File: src/rtl/spi_reg_pkg.sv
// Shared constants and FSM state encoding for the SPI register bank.
// Combinational definitions only; no latency or backpressure of its own.
package spi_reg_pkg;

  typedef enum logic [1:0] {
    S_IDLE     = 2'd0,
    S_COMMIT   = 2'd1,
    S_WAIT_LOW = 2'd2
  } state_t;

  localparam int          REG_CTRL          = 0;
  localparam int          CTRL_SOFT_RST_BIT = 7;
  localparam logic [7:0]  RD_OOR_VALUE      = 8'hFF;
  localparam logic [7:0]  ERR_MAX           = 8'd255;

endpackage

File: src/rtl/spi_reg_commit_fsm.sv
// Turns a level data_ready into exactly one commit pulse, capturing addr/data on the rising level.
// Commit pulse one cycle after data_ready is sampled high; no backpressure, re-arms only after data_ready drops.
module spi_reg_commit_fsm
  import spi_reg_pkg::*;
#(
  parameter int ADDR_W = 8,
  parameter int DATA_W = 8
) (
  input  logic              clk,
  input  logic              rst,
  input  logic              data_ready,
  input  logic [ADDR_W-1:0] address_in,
  input  logic [DATA_W-1:0] data_in,
  output logic              commit,
  output logic [ADDR_W-1:0] commit_addr,
  output logic [DATA_W-1:0] commit_data
);

  state_t state, state_nxt;
  logic   capture;

  always_ff @(posedge clk) begin
    if (rst) begin
      state       <= S_IDLE;
      commit_addr <= '0;
      commit_data <= '0;
    end else begin
      state <= state_nxt;
      if (capture) begin
        commit_addr <= address_in;
        commit_data <= data_in;
      end
    end
  end

  always_comb begin
    state_nxt = state;
    capture   = 1'b0;
    commit    = 1'b0;
    case (state)
      S_IDLE: begin
        if (data_ready) begin
          state_nxt = S_COMMIT;
          capture   = 1'b1;
        end
      end
      S_COMMIT: begin
        commit    = 1'b1;
        state_nxt = S_WAIT_LOW;
      end
      S_WAIT_LOW: begin
        if (!data_ready) state_nxt = S_IDLE;
      end
      default: state_nxt = S_IDLE;
    endcase
  end

endmodule

File: src/rtl/spi_reg_bank.sv
// Commits completed SPI transfers into an 8-bit register bank with strobes, error count, optional readback.
// Registers/strobes update one edge after data_ready is seen high; no backpressure. Readback via SPI_REG_READBACK_EN.
module spi_reg_bank
  import spi_reg_pkg::*;
#(
  parameter int NUM_REGS = 8,
  parameter int ADDR_W   = 8,
  parameter int DATA_W   = 8
) (
  input  logic                       clk,
  input  logic                       rst,
  input  logic [ADDR_W-1:0]          address_in,
  input  logic [DATA_W-1:0]          data_in,
  input  logic                       data_ready,
  output logic [NUM_REGS*DATA_W-1:0] reg_out,
  output logic [NUM_REGS-1:0]        wr_strobe,
  output logic [7:0]                 err_count,
  input  logic [ADDR_W-1:0]          rd_address,
  output logic [DATA_W-1:0]          rd_data
);

  localparam logic [ADDR_W-1:0] NUM_REGS_A = ADDR_W'(NUM_REGS);

  logic                             commit;
  logic [ADDR_W-1:0]                commit_addr;
  logic [DATA_W-1:0]                commit_data;
  logic [NUM_REGS-1:0][DATA_W-1:0]  reg_q;
  logic [NUM_REGS-1:0]              hit;
  logic                             in_range;
  logic                             soft_rst;
  logic [DATA_W-1:0]                ctrl_val;

  spi_reg_commit_fsm #(
    .ADDR_W (ADDR_W),
    .DATA_W (DATA_W)
  ) u_commit_fsm (
    .clk         (clk),
    .rst         (rst),
    .data_ready  (data_ready),
    .address_in  (address_in),
    .data_in     (data_in),
    .commit      (commit),
    .commit_addr (commit_addr),
    .commit_data (commit_data)
  );

  always_comb begin
    hit      = '0;
    in_range = commit_addr < NUM_REGS_A;
    for (int k = 0; k < NUM_REGS; k++) begin
      hit[k] = commit && (commit_addr == ADDR_W'(k));
    end
    soft_rst = hit[REG_CTRL] && commit_data[CTRL_SOFT_RST_BIT];
    // The soft-reset bit is a command, never stored state.
    ctrl_val = commit_data;
    ctrl_val[CTRL_SOFT_RST_BIT] = 1'b0;
  end

  always_ff @(posedge clk) begin
    if (rst) begin
      reg_q     <= '0;
      wr_strobe <= '0;
      err_count <= '0;
    end else begin
      wr_strobe <= hit;
      for (int k = 0; k < NUM_REGS; k++) begin
        if (hit[k]) begin
          reg_q[k] <= (k == REG_CTRL) ? ctrl_val : commit_data;
        end else if (soft_rst && k != REG_CTRL) begin
          reg_q[k] <= '0;
        end
      end
      if (soft_rst) begin
        err_count <= '0;
      end else if (commit && !in_range && err_count != ERR_MAX) begin
        err_count <= err_count + 8'd1;
      end
    end
  end

  assign reg_out = reg_q;

`ifdef SPI_REG_READBACK_EN
  logic [DATA_W-1:0] rd_mux;

  always_comb begin
    rd_mux = DATA_W'(RD_OOR_VALUE);
    for (int k = 0; k < NUM_REGS; k++) begin
      if (rd_address == ADDR_W'(k)) rd_mux = reg_q[k];
    end
  end

  // Samples the pre-edge bank, so a same-cycle write shows up one read later.
  always_ff @(posedge clk) begin
    if (rst) rd_data <= '0;
    else     rd_data <= rd_mux;
  end
`else
  logic unused_rd_address;
  assign unused_rd_address = ^rd_address;
  assign rd_data = '0;
`endif

endmodule
File: config.mk
export PLATFORM = sky130hd
export DESIGN_NAME = spi_reg_bank
export DESIGN_NICKNAME = d
export VERILOG_FILES = /design/src/rtl/spi_reg_pkg.sv /design/src/rtl/spi_reg_commit_fsm.sv /design/src/rtl/spi_reg_bank.sv
export SDC_FILE = /design/constraint.sdc
export NUM_CORES = 1
export LEC_CHECK = 0
export ABC_CLOCK_PERIOD_IN_PS = 5800
export CORE_MARGIN = 2
export CORE_UTILIZATION = 45
export CTS_CLUSTER_DIAMETER = 80
export DETAILED_ROUTE_END_ITERATION = 8
export GPL_ROUTABILITY_DRIVEN = 0
export GPL_TIMING_DRIVEN = 0
export PLACE_DENSITY = 0.78
export SLEW_MARGIN = 25
export SYNTH_ARGS = -nofsm -noshare
export SYNTH_HDL_FRONTEND = slang
export SYNTH_SLANG_ARGS = --single-unit
File: constraint.sdc
create_clock -name clk -period 5.8 [get_ports clk]
set_input_delay 1.45 -clock clk [delete_from_list [all_inputs] [get_ports clk]]
set_output_delay 1.45 -clock clk [all_outputs]
set_load 0.005 [all_outputs]
After elaboration in Yosys (flattened, before gate mapping)
Cells that the tools add are included.

cells by class
  mux-type cells = 14
  $lt $le $gt $ge = 1
  reduce and logical (&&, ||, !) cells = 23
  multiply operators = 0
  add/subtract/negate cells = 1
  shift operators = 0
  divide/modulo/power cells = 0
  bitwise logic cells = 0
  eq/ne operators = 12

operators with widths
  kind                                                                           number
  8-bit two-way mux                                                              8
  8-bit by 3-bit equality test with 1-bit output (second input constant)         4
  8-bit by 2-bit equality test with 1-bit output (second input constant)         2
  2-bit nonzero test                                                             7
  1-bit logical AND                                                              11
  8-bit by 1-bit adder with 8-bit output (second input constant)                 1
  8-bit by 1-bit equality test with 1-bit output (second input constant)         1
  8-bit logical NOT                                                              1
  8-bit by 4-bit less-than comparator with 1-bit output (second input constant)  1
  8-bit inequality test (second input constant)                                  1
  2-bit one-hot mux with 3 select lines                                          1
  2-bit two-way mux                                                              2
  2-bit inequality test (second input constant)                                  2
  1-bit two-way mux                                                              3
  2-bit by 1-bit equality test with 1-bit output (second input constant)         1
  2-bit equality test (second input constant)                                    1
  2-bit logical NOT                                                              1
  2-bit AND reduction                                                            1
  2-bit OR reduction                                                             1
  1-bit logical NOT                                                              1

storage, ports and cells
  flip-flop bits (word level) = 97
  bits in writable memories = 0
  memories = 0
  latch bits = 0
  memory bits (read-only) = 0
  output and inout port bits = 88

Depth between registers and ports, before layout
  depth in word-level cells = 6
  depth in mapped cells = 7

Hierarchy
From an unflattened synthesis, not the netlist that was laid out.

second synthesis, totals
  cell total of the unflattened synthesis = 346
  area total of the unflattened synthesis = 3703.6 sq um

by module, submodules not included
  module              instances  cells an instance  sequential area each (sq um)  area each (sq um)
  spi_reg_bank        1          269                1581.5                        2899.0
  spi_reg_commit_fsm  1          77                 360.3                         804.5

Worst setup path after synthesis
Ideal clock, no wire load.

  path kind = input-to-reg
  from = input rst
  to = register reg_q (netlist bit reg_out[10])
  arrival time = 2.645 ns
  data required time = 5.683 ns
  setup slack = 3.038 ns
  setup time = 0.117 ns
  stages on the path = 5
  cell sequence = clkbuf_1 inv_1 and4_1 buf_2 a22o_1

RTL lines
  item                           RTL line            RTL
  start, declared                spi_reg_bank.sv:11  input logic rst,
  end signal, assigned by index  spi_reg_bank.sv:68  reg_q[k] <= (k == REG_CTRL) ? ctrl_val : commit_data;
  end, declared                  spi_reg_bank.sv:27  logic [NUM_REGS-1:0][DATA_W-1:0] reg_q;

Worst setup path after layout
  from = input data_ready
  to = register u_commit_fsm.commit_data[5]

on the way
  cells in the longest elaborated chain, start to end = 2

RTL lines
  item                  RTL line                  RTL
  start, declared       spi_reg_bank.sv:14        input logic data_ready,
  1-bit two-way mux     spi_reg_commit_fsm.sv:42  if (data_ready) begin
  1-bit two-way mux     spi_reg_commit_fsm.sv:40  case (state)
  end signal, assigned  spi_reg_commit_fsm.sv:31  commit_data <= data_in;
  end, declared         spi_reg_commit_fsm.sv:16  output logic [DATA_W-1:0] commit_data

Every way passes these cells.
A chain may end at the register's enable or synchronous reset.

==> results.json <==
{
  "setup-tns-final_ps": 0,
  "worst-slew-pin-transition_ps": 823,
  "dp.cells": 548,
  "clk_transition_reported_paths_ps": 90,
  "min-delay-path-class": "flip-flop to flip-flop",
  "max-vdd-ir-drop_mv": 0.182,
  "first_global_vias": 2905,
  "post_detail_place_hpwl_um": 6330,
  "fin_skew_ps": 10.5,
  "worst-endpoint-required_ps": 6090,
  "clock_tree.buffer_depth": 2,
  "async_flop_share": 0,
  "route.detailed.vias_per_inst": 5.33,
  "flow.area_growth_from_synthesis_pct": 36.9,
  "drive_above_1_share": 0.102,
  "grt_setup_unrepaired": "no",
  "die_height_um": 93.3,
  "synth_enable_flop_cells": 0,
  "count_of_endpoints_failing_hold_in_the_final_timing_report": 0,
  "drc_errors": 0,
  "synth_top_cells_by_count": "dfxtp_1, a22o_1, nand2_1",
  "ctsHoldBuffers": 0,
  "grt.overflow.total": 0,
  "r2r_cells": 7,
  "timing_worst_setup_path_type": "input pin to flip-flop",
  "post-route-min-period_ps": 2980,
  "clk_latency_ps": 360,
  "effective_utilization_at_floorplan": 0.464,
  "worstPathArrival_ps": 3270,
  "root_buffer": "clkbuf_8",
  "synth_ff_type": "dfxtp_1",
  "syn_area_per_cell_um2": 10.5,
  "static_leakage_power_uw": 0.00179,
  "yosysTopAreaCellShare": 0.541,
  "tritoncts": "built",
  "wl_per_cell_um": 15.7,
  "synth.most_common_cell": "dfxtp_1",
  "portBuffers": 96,
  "floorplan.io_pins": 115,
  "drt_iter0_drc": 147,
  "vias": 3007,
  "antenna_found_initial": 0,
  "cell_taking_the_most_area_after_synthesis": "dfxtp_1",
  "status": "complete, no violations",
  "cts_post_setup_buffers_inserted": 0,
  "quantity_of_gates_resized_following_cts": 0,
  "htreeDepth": 3,
  "die_area_um2": 8700,
  "instance_count_of_the_mapped_netlist": 342,
  "yosys_register_bits": 97,
  "synth.lib_cells_used.distinct": 52,
  "endpoint_kind": "flip-flop",
  "min_to": "reg_out[25]",
  "r2r-end": "reg_out[23]",
  "final_cells": 564,
  "chipWidth_um": 93.3,
  "tritoncts_num_sinks": 97,
  "grt_max_degree": 19,
  "seq_area_frac_synth": 0.541,
  "num-nets-final": 485,
  "floorplan.core_area_um2": 7730,
  "drv.max_cap_violation_count": 0,
  "cts_buffers": 9,
  "fmax_mhz": 336,
  "critical_path_fanouts_max": 10,
  "antennaDiodeCount": 0,
  "totalWireLength_um": 8880,
  "detail-route-antenna-nets": 0,
  "biggest_area_contributors_in_the_synthesized_netlist": "dfxtp_1, a22o_1, nand2_1",
  "cp-start-kind": "input pin",
  "max_transition_margin": 0.450,
  "crit-reg2reg-launch": "u_commit_fsm.commit_addr[3]",
  "regToRegSetupSlack_ps": 3760,
  "synth.cell_area_um2": 3590,
  "final_max_slew_viol_count": 0,
  "grtUsageTotal": 0.214,
  "hp-start": "reg_out[25]",
  "setup_violations": 0,
  "drt_pre_antenna_iters": 4,
  "first_pass_grt_wire_length_um": 14500,
  "power.density_cell_area_nw_per_um2": 249,
  "worst_hold_path.num_cells": 1,
  "rows": 32,
  "ys_warn_count": 0,
  "timing.final.crit_share": 0.513
}
## registers in the layout (all words and copies together) (netlist names)
register	count
reg_out	63
u_commit_fsm.commit_addr	8
u_commit_fsm.state	2
u_commit_fsm.commit_data	8
wr_strobe	8
err_count	8
## cell usage in the layout (no fill, tap or decap), types with 2 or more instances in the layout
master           Yosys  layout
inv_1                6       6
a32oi_1              2       2
nor2_1              18      18
buf_4                9       9
o32ai_1              4       4
or4b_2               2       2
clkbuf_1             8       8
nand3_1              5       5
conb_1               1       9
clkinvlp_4           0       2
nor4_4               4       4
clkbuf_8             0      10
nand2b_1             3       3
clkdlybuf4s50_1      0      96
mux2i_1             12      12
and4_1               2       2
buf_1                9       9
inv_6                0       2
nand2_1             39      39
nor3_1               2       2
buf_2                3       3
nor2_2               3       3
dfxtp_1             97      97
o21ai_0              5       5
a22o_1              54      54
a21oi_1             24      24
## cell families after synthesis
kind of cell	after synthesis	share of synthesized area
simple gates	92	0.145
fa+ha+maj	1	0.00349
other cells	1	0.00105
flops	97	0.541
mux	12	0.0335
xor+xnor	1	0.00244
compound gates	101	0.221
buf+inv	37	0.0516
## through the flow
stage	area [um2]	worst slack [ps]	power (uW)	util	hold slack (ps)
2_1_floorplan	3620	3040	770	-	448
3_3_place_gp	4710	2480	808	0.609	458
3_5_place_dp	4710	2460	811	0.609	456
4_1_cts	4900	2840	1230	0.635	483
5_1_grt	4910	2650	1270	0.635	505
6_report	4910	2820	1220	0.635	483
## worst max path at each step
stage,from,to,slack (ps),cells past startpoint
global route,data_ready,u_commit_fsm.commit_addr[6],2650,5
finish,data_ready,u_commit_fsm.commit_data[5],2820,5
CTS,data_ready,u_commit_fsm.commit_addr[4],2840,5
floorplan,rst,reg_out[10],3040,5
detailed placement,data_ready,u_commit_fsm.commit_addr[4],2460,5
global placement,data_ready,u_commit_fsm.commit_data[6],2480,5
## routing by layer
layer  vias to the layer above  global-route usage  wire length (um)
met4                         0              0.0748               124
met5                         -                   0                 0
li1                       1458                   -                 -
met1                      1452               0.281              4020
met3                        12              0.0411               380
met2                        85               0.353              4350
## area by class of cell
cell class / count / area (um2)
fill: 643 / 2820
sequential: 97 / 1940
multi-input combinational: 216 / 1500
timing repair buffer: 96 / 961
buffer: 31 / 163
clock buffer: 10 / 138
tap: 102 / 128
clock inverter: 6 / 60.1
inverter: 6 / 22.5
## power by group
| group | switching, uW | internal (uW) | total [uW] |
|---|---|---|---|
| clock | 248 | 177 | 425 |
| combinational | 71.5 | 42.4 | 114 |
| sequential | 7.27 | 675 | 683 |
| total | 327 | 895 | 1220 |
## worst max-delay path: stages
cell and delay (ps):
clkdlybuf4s50_1 490, nor3b_1 690, clkbuf_1 390, nand2_1 110
a21oi_1 130
No activity file was read; power rests on OpenSTA's default activity.
